`src/rtl/risc_pkg.sv`:
```
// risc_pkg -- shared definitions for the RISC core's decode/operand-fetch stage.
//
// Contents:
//   - Instruction field offsets (opcode, DA, AA, BA, SH) for the 32-bit IR.
//   - Opcode constants, MD (write-back source) and BS (branch select) encodings.
//   - ctrl_t: the control word produced by the decoder.
//   - decode_op(): the decoder truth table, opcode -> control word.
//     Unknown opcodes decode as a NOP (no register write, no memory write, no branch).
package risc_pkg;

  localparam int unsigned IR_W   = 32;
  localparam int unsigned OP_W   = 7;
  localparam int unsigned FS_W   = 5;
  localparam int unsigned OP_LSB = 25;
  localparam int unsigned DA_LSB = 20;
  localparam int unsigned AA_LSB = 15;
  localparam int unsigned BA_LSB = 10;
  localparam int unsigned SH_LSB = 0;

  typedef enum logic [OP_W-1:0] {
    OP_NOP = 7'h00,
    OP_ADD = 7'h02,
    OP_ST  = 7'h03,
    OP_SUB = 7'h05,
    OP_JML = 7'h07,
    OP_SLL = 7'h0E,
    OP_LD  = 7'h21,
    OP_ADI = 7'h22,
    OP_SUI = 7'h25,
    OP_JMP = 7'h44,
    OP_BRZ = 7'h60,
    OP_BRN = 7'h61
  } opcode_e;

  // Write-back source select.
  typedef enum logic [1:0] {
    MD_FU  = 2'b00,
    MD_MEM = 2'b01,
    MD_PC  = 2'b10
  } md_e;

  // Branch select.
  typedef enum logic [1:0] {
    BS_NONE = 2'b00,
    BS_COND = 2'b01,
    BS_JUMP = 2'b10,
    BS_JREG = 2'b11
  } bs_e;

  localparam logic [FS_W-1:0] FS_PASS = 5'b00000;
  localparam logic [FS_W-1:0] FS_ADD  = 5'b00010;
  localparam logic [FS_W-1:0] FS_SUB  = 5'b00101;
  localparam logic [FS_W-1:0] FS_LINK = 5'b00111;
  localparam logic [FS_W-1:0] FS_SLL  = 5'b10100;

  typedef struct packed {
    logic            rw;  // register write
    md_e             md;  // write-back source
    bs_e             bs;  // branch select
    logic            ps;  // branch polarity
    logic            mw;  // memory write
    logic [FS_W-1:0] fs;  // function select
    logic            ma;  // BUS_A takes PC instead of register A
    logic            mb;  // BUS_B takes the constant instead of register B
    logic            cs;  // constant is sign-extended
  } ctrl_t;

  localparam ctrl_t CTRL_NOP = '0;

  function automatic ctrl_t decode_op(input logic [OP_W-1:0] op);
    ctrl_t c;
    c = CTRL_NOP;
    case (op)
      OP_ADD: begin c.rw = 1'b1; c.fs = FS_ADD; end
      OP_ST:  begin c.mw = 1'b1; end
      OP_SUB: begin c.rw = 1'b1; c.fs = FS_SUB; end
      OP_JML: begin
        c.rw = 1'b1; c.md = MD_PC; c.bs = BS_JUMP; c.fs = FS_LINK;
        c.ma = 1'b1; c.mb = 1'b1; c.cs = 1'b1;
      end
      OP_SLL: begin c.rw = 1'b1; c.fs = FS_SLL; end
      OP_LD:  begin c.rw = 1'b1; c.md = MD_MEM; end
      OP_ADI: begin c.rw = 1'b1; c.fs = FS_ADD; c.mb = 1'b1; end
      OP_SUI: begin c.rw = 1'b1; c.fs = FS_SUB; c.mb = 1'b1; c.cs = 1'b1; end
      OP_JMP: begin c.bs = BS_JREG; c.mb = 1'b1; c.cs = 1'b1; end
      OP_BRZ: begin c.bs = BS_COND; c.mb = 1'b1; c.cs = 1'b1; end
      OP_BRN: begin c.bs = BS_COND; c.ps = 1'b1; c.mb = 1'b1; c.cs = 1'b1; end
      default: c = CTRL_NOP;
    endcase
    return c;
  endfunction

endpackage

```
`src/rtl/dof_decoder.sv`:
```
// dof_decoder -- purely combinational instruction decoder for dof_stage.
//
// Ports:
//   opcode  in   7   opcode field of the instruction held in the D register
//   ctrl    out  ctrl_t  decoded control word (RW, MD, BS, PS, MW, FS, MA, MB, CS)
// Register addresses and immediates are plain IR fields and are sliced by the stage.
module dof_decoder
  import risc_pkg::*;
(
  input  logic [OP_W-1:0] opcode,
  output ctrl_t           ctrl
);

  always_comb begin
    ctrl = decode_op(opcode);
  end

endmodule

```
`src/rtl/dof_stage.sv`:
```
// dof_stage -- decode / operand-fetch pipeline stage between IF and EX.
//
// Holds the fetched instruction in a D register, decodes it, reads the register
// file through AA/BA, builds the BUS_A/BUS_B operands and presents a registered
// control/operand bundle (the E register) to execute.
//
// Build option: define DOF_FWD_EN to forward ex_result on non-load EX hazards;
// without it every EX hazard stalls one cycle and ex_result is ignored.
//
// Ports:
//   CLOCK, RESET            rising-edge clock, synchronous active-low reset
//   if_valid, PC_M1, IR     instruction presented by IF
//   dof_ready               stage accepts IF this cycle (0 = stall)
//   flush                   kill D and E contents (taken branch/jump in EX)
//   AA, BA / A_DATA, B_DATA register-file read addresses / asynchronous read data
//   ex_rw, ex_md, ex_da     control of the instruction now in EX
//   ex_result               EX result, forwarding source
//   ex_valid                E register holds a real instruction
//   BUS_A, BUS_B            registered operands
//   RW, MW, PS, DA, FS, SH, MD, BS   registered control word
//   PC_M2                   registered PC+1 of the instruction in E
module dof_stage
  import risc_pkg::*;
#(
  parameter int unsigned XLEN = 32,
  parameter int unsigned RAW  = 5,
  parameter int unsigned IMW  = 15
) (
  input  logic            CLOCK,
  input  logic            RESET,
  input  logic            if_valid,
  input  logic [XLEN-1:0] PC_M1,
  input  logic [31:0]     IR,
  output logic            dof_ready,
  input  logic            flush,
  output logic [RAW-1:0]  AA,
  output logic [RAW-1:0]  BA,
  input  logic [XLEN-1:0] A_DATA,
  input  logic [XLEN-1:0] B_DATA,
  input  logic            ex_rw,
  input  logic [1:0]      ex_md,
  input  logic [RAW-1:0]  ex_da,
  input  logic [XLEN-1:0] ex_result,
  output logic            ex_valid,
  output logic [XLEN-1:0] BUS_A,
  output logic [XLEN-1:0] BUS_B,
  output logic            RW,
  output logic            MW,
  output logic            PS,
  output logic [RAW-1:0]  DA,
  output logic [4:0]      FS,
  output logic [RAW-1:0]  SH,
  output logic [1:0]      MD,
  output logic [1:0]      BS,
  output logic [XLEN-1:0] PC_M2
);

  logic            d_valid;
  logic [XLEN-1:0] d_pc;
  logic [IR_W-1:0] d_ir;

  ctrl_t           ctrl;
  logic [XLEN-1:0] const_val;
  logic [XLEN-1:0] op_a;
  logic [XLEN-1:0] op_b;
  logic            haz_a;
  logic            haz_b;
  logic            ex_load;
  logic            stall;
  logic            bubble;

  dof_decoder u_decoder (
    .opcode (d_ir[OP_LSB +: OP_W]),
    .ctrl   (ctrl)
  );

  assign AA = d_ir[AA_LSB +: RAW];
  assign BA = d_ir[BA_LSB +: RAW];

  always_comb begin
    // NOTE: give every always_comb output a default before any condition so no path leaves it unassigned (which would infer a latch).
    const_val          = '0;
    const_val[IMW-1:0] = d_ir[IMW-1:0];
    if (ctrl.cs) begin
      const_val[XLEN-1:IMW] = {(XLEN-IMW){d_ir[IMW-1]}};
    end
  end

  // A port that is overridden by PC (MA) or the constant (MB) cannot hazard,
  // and R0 is hard-wired to zero so writes to it never create a dependency.
  assign haz_a   = d_valid && ex_valid && ex_rw && (ex_da != '0) && (ex_da == AA) && !ctrl.ma;
  assign haz_b   = d_valid && ex_valid && ex_rw && (ex_da != '0) && (ex_da == BA) && !ctrl.mb;
  assign ex_load = (ex_md == MD_MEM);

`ifdef DOF_FWD_EN
  // Load data is not available until after EX, so only a load hazard stalls.
  // While stalling the bundle is discarded, so op_a/op_b need no load qualifier.
  assign stall = (haz_a || haz_b) && ex_load;
  assign op_a  = haz_a ? ex_result : A_DATA;
  assign op_b  = haz_b ? ex_result : B_DATA;
`else
  logic unused_ex_result;
  assign unused_ex_result = ^ex_result;
  // ex_load is implied: any hazard stalls, loads included.
  logic unused_ex_load;
  assign unused_ex_load = ex_load;
  assign stall = haz_a || haz_b;
  assign op_a  = A_DATA;
  assign op_b  = B_DATA;
`endif

  assign dof_ready = !stall;
  assign bubble    = flush || stall || !d_valid;

  // D register: holds during a stall, empties when IF is idle or on flush.
  always_ff @(posedge CLOCK) begin
    // NOTE: sequential state uses non-blocking (<=) so all flops update together from pre-edge values.
    if (!RESET) begin
      d_valid <= 1'b0;
      d_pc    <= '0;
      d_ir    <= '0;
    end else if (flush) begin
      d_valid <= 1'b0;
    end else if (!stall) begin
      d_valid <= if_valid;
      if (if_valid) begin
        d_pc <= PC_M1;
        d_ir <= IR;
      end
    end
  end

  // E register: a bubble clears the whole bundle, not just ex_valid, so that
  // downstream never sees stale write enables or branch requests.
  always_ff @(posedge CLOCK) begin
    if (!RESET || bubble) begin
      ex_valid <= 1'b0;
      BUS_A    <= '0;
      BUS_B    <= '0;
      RW       <= 1'b0;
      MW       <= 1'b0;
      PS       <= 1'b0;
      DA       <= '0;
      FS       <= '0;
      SH       <= '0;
      MD       <= '0;
      BS       <= '0;
      PC_M2    <= '0;
    end else begin
      ex_valid <= 1'b1;
      BUS_A    <= ctrl.ma ? d_pc : op_a;
      BUS_B    <= ctrl.mb ? const_val : op_b;
      RW       <= ctrl.rw;
      MW       <= ctrl.mw;
      PS       <= ctrl.ps;
      DA       <= d_ir[DA_LSB +: RAW];
      FS       <= ctrl.fs;
      SH       <= d_ir[SH_LSB +: RAW];
      MD       <= ctrl.md;
      BS       <= ctrl.bs;
      PC_M2    <= d_pc;
    end
  end

endmodule

```
`config.mk`:
```
export PLATFORM = sky130hd
export DESIGN_NAME = dof_stage
export DESIGN_NICKNAME = d
export VERILOG_FILES = /design/src/rtl/risc_pkg.sv /design/src/rtl/dof_decoder.sv /design/src/rtl/dof_stage.sv
export SDC_FILE = /design/constraint.sdc
export NUM_CORES = 1
export LEC_CHECK = 0
export CAP_MARGIN = 20
export CORE_ASPECT_RATIO = 1.25
export CORE_MARGIN = 2
export CORE_UTILIZATION = 45
export CTS_BUF_LIST = sky130_fd_sc_hd__clkbuf_8
export CTS_CLUSTER_SIZE = 20
export DETAILED_ROUTE_END_ITERATION = 10
export PLACE_DENSITY = 0.82
export SLEW_MARGIN = 15
export SYNTH_ARGS = -nofsm -noshare
export SYNTH_HDL_FRONTEND = slang
export SYNTH_HIERARCHICAL = 1
export SYNTH_SLANG_ARGS = --single-unit
export TNS_END_PERCENT = 20
```
`constraint.sdc`:
```
create_clock -name CLOCK -period 4.9 [get_ports CLOCK]
set_input_delay 0.735 -clock CLOCK [delete_from_list [all_inputs] [get_ports CLOCK]]
set_output_delay 0.735 -clock CLOCK [all_outputs]
set_load 0.03 [all_outputs]
```
==> metrics.cfg <==
[outcome]
status = finished, final reports clean

[grt]
grt_max_degree = 85
grt_antenna_before_repair = 2
grt_overflow = 0
grt_usage_pct = 24.26
grt_pass1_wl_um = 35810
grt_pass1_vias = 6752

[detailed_routing]
drc = 0
ant_nets = 0
drt_iter0_markers = 616
via_per_inst = 5.512
routed_wl_um = 22820
wl_per_cell_um = 17.69
first_pass_iters = 5
via_count = 7110

[logic_synthesis]
synth-xor-area-share_pct = 1.106
yosys.area.top_type = dfxtp_1
async_flop_share_pct = 0
synth_area_per_cell_um2 = 9.373
synthSimpleGateAreaFrac_pct = 28.83
syn-cell-area_mm2 = 0.007920
synth_mux_area_share_pct = 7.362
ys.flop_type = dfxtp_1
synth.ff_latch_count = 184
synth_top_family_by_area = simple AND/OR/NAND/NOR gates
ys_top_cells_by_area = dfxtp_1 47%, a32oi_1 6.0%, mux2i_1 5.9%, nand2b_1 5.8%, nand3_1 5.4%
yosysWarnings = 6
synth_cell_types = 47
synth_top_area_share_pct = 46.51
yosys.area_share.adder_pct = 0
synth_edf_count = 0
ys_seq_area_share_pct = 46.51
syn_inst = 845
synth_compound_area_share_pct = 10.14
synth_nets = 1017

[clocking]
cts_resized = 0
clk_pin_slew_ns = 0.10
cts-buffers-inserted = 17
post-cts-setup-buffers = 0
cts.sinks = 184
root_buffer = clkbuf_8
htreeDepth = 4
clock_latency_ns = 0.46
cts.path.max_buffers = 2
cts_tree = done
holdBufCountCts = 0

[final_layout]
layout_commonest_cell = clkdlybuf4s50_1
area_growth_pct = 38.67
layout_common_cells = 266 x clkdlybuf4s50_1, 184 x dfxtp_1, 85 x nand3_1
regArea_mm2 = 0.003684
fillCellCount = 1423
final_cells = 1290
multi_input_area_mm2 = 0.003811
num-nets-final = 1223
drive_above_1_share_pct = 7.613
fin_area_mm2 = 0.01098

[sta]
slew_headroom_pct = 32.20
timing.fmax_ghz = 0.2683
worst_pin_slew_ns = 1.017
rsz0062_at_grt = no
period_share_pct = 76.07
layout_min_cycle_time_ns = 3.728
setup_viol = 0
skew_ns = 0.01527
final-hold-violation-count = 0
slew_violations = 0
setup_tns_ns = 0

[floorplan]
start_util_pct = 45.61
die_w_um = 122.7
die_area_mm2 = 0.01868
rows = 54
core-area_mm2 = 0.01736
dieHeight_um = 152.3
ios = 302

[place]
place_congestion = 0.7902
hpwl_um = 14990
io_buffers = 267
place_area_mm2 = 0.01055
dp_cells = 1255

[worst_setup_path]
reg2regPathDepth = 9
r2r-end = d_ir[12]$_SDFFE_PN0P_
worst_ep_arrival_time_ns = 2.99
timing.rr.start = d_ir[31]$_SDFFE_PN0P_
worstPathCellList = nand3b_1 > a21boi_1 > o22ai_1 > a41o_1 > o32ai_4 > nand2_1 > clkdlybuf4s50_1
cp_slowest_stage_delay_ns = 0.62
critPathCaptureType = output port
crit_slowest_cell = clkdlybuf4s50_1
ff2ff_setup_slack_ns = 1.41
setup.worst_path.class = register to output port
startpoint_type = register
cp_data_required_time_ns = 4.16
cp_max_fo = 11

[pwr]
peakVddDrop_v = 0.0001478
power_mw = 3.078
power_density_mw_per_mm2 = 280.3
leakagePower_nw = 4.094

[hold_path]
hold_depth = 1
min_to = DA[3]$_SDFF_PP0_
hold_class = register to register
min_from = d_ir[23]$_SDFFE_PN0P_

[flow_run]
cap_violations = 0

-- through the flow --
step	hold WS [ns]	util [%]	setup WS [ns]
6_report	0.4948	63.25	1.172
5_1_grt	0.5139	63.25	1.020
4_1_cts	0.4963	63.11	1.155
3_5_place_dp	0.4715	60.74	1.228
3_3_place_gp	0.4664	60.74	1.296
2_1_floorplan	0.4521	-	1.882
-- how the worst max path moves through the flow --
stage | start | to | slack (ns) | depth (start not counted)
after floorplan | d_ir[31]$_SDFFE_PN0P_ | dof_ready | 1.88 | 9
after global placement | ex_da[1] | DA[1]$_SDFF_PP0_ | 1.30 | 7
after detailed placement | ex_da[0] | d_ir[12]$_SDFFE_PN0P_ | 1.23 | 8
after CTS | d_ir[31]$_SDFFE_PN0P_ | dof_ready | 1.15 | 7
after global routing | d_ir[31]$_SDFFE_PN0P_ | dof_ready | 1.02 | 7
final | d_ir[31]$_SDFFE_PN0P_ | dof_ready | 1.17 | 7
-- logic make-up (layout without fill, tap and decap cells) --
logic type	Yosys count	in the layout
other	1	3
AOI/OAI and AO/OA	96	96
and+or+nand+nor	402	402
muxes	57	57
buffers and inverters	95	314
DFF	184	184
xor gates and xnor gates	10	10
-- power breakdown --
| part | internal, mW | switching [mW] |
|---|---|---|
| Combinational | 0.219 | 0.188 |
| Clock | 0.480 | 0.580 |
| Sequential | 1.55 | 0.0614 |
| Total | 2.25 | 0.830 |
-- state kept, by name (all words and copies together) (netlist names), 2 cells and up --
register / flops
BS: 2
BUS_B: 32
d_ir: 32
d_pc: 32
MD: 2
BUS_A: 32
PC_M2: 32
DA: 5
SH: 5
FS: 5
-- layer usage --
metal	wire (um)	vias up	track usage (%)
li1	-	3447	-
met1	9068	3346	29.58
met2	11550	281	40.94
met3	1628	36	6.512
met4	563	0	8.101
met5	0	-	0
-- critical path: cells and delay by family, from the launching register on --
kind / cells / cell delay (ns)
AOI/OAI and AO/OA: 4 / 0.97
DFF: 1 / 0.57
and+or+nand+nor: 2 / 0.37
buffers and inverters: 1 / 0.62
-- final cells by class --
type,instances,area share [%]
flip-flops and latches,184,33.54
multi-input cells,566,34.70
well taps,224,2.552
clock buffers,18,2.256
clock inverters,14,1.492
diodes,2,0.04557
repair buffers,281,25.38
inverters,1,0.03418
-- synth_stat cells (all sizes together) (2+ instances only) --
master	number
a21boi	2
a21oi	18
a32oi	54
and2	55
and2b	2
and3	55
buf	45
clkbuf	49
dfxtp	184
mux2	10
mux2i	47
nand2	7
nand2b	75
nand3	85
nand3b	2
nand4	56
nor2	55
nor2b	4
o211ai	10
o21ai	2
xnor2	9
Note: power is estimated with default switching activity, not from simulation.
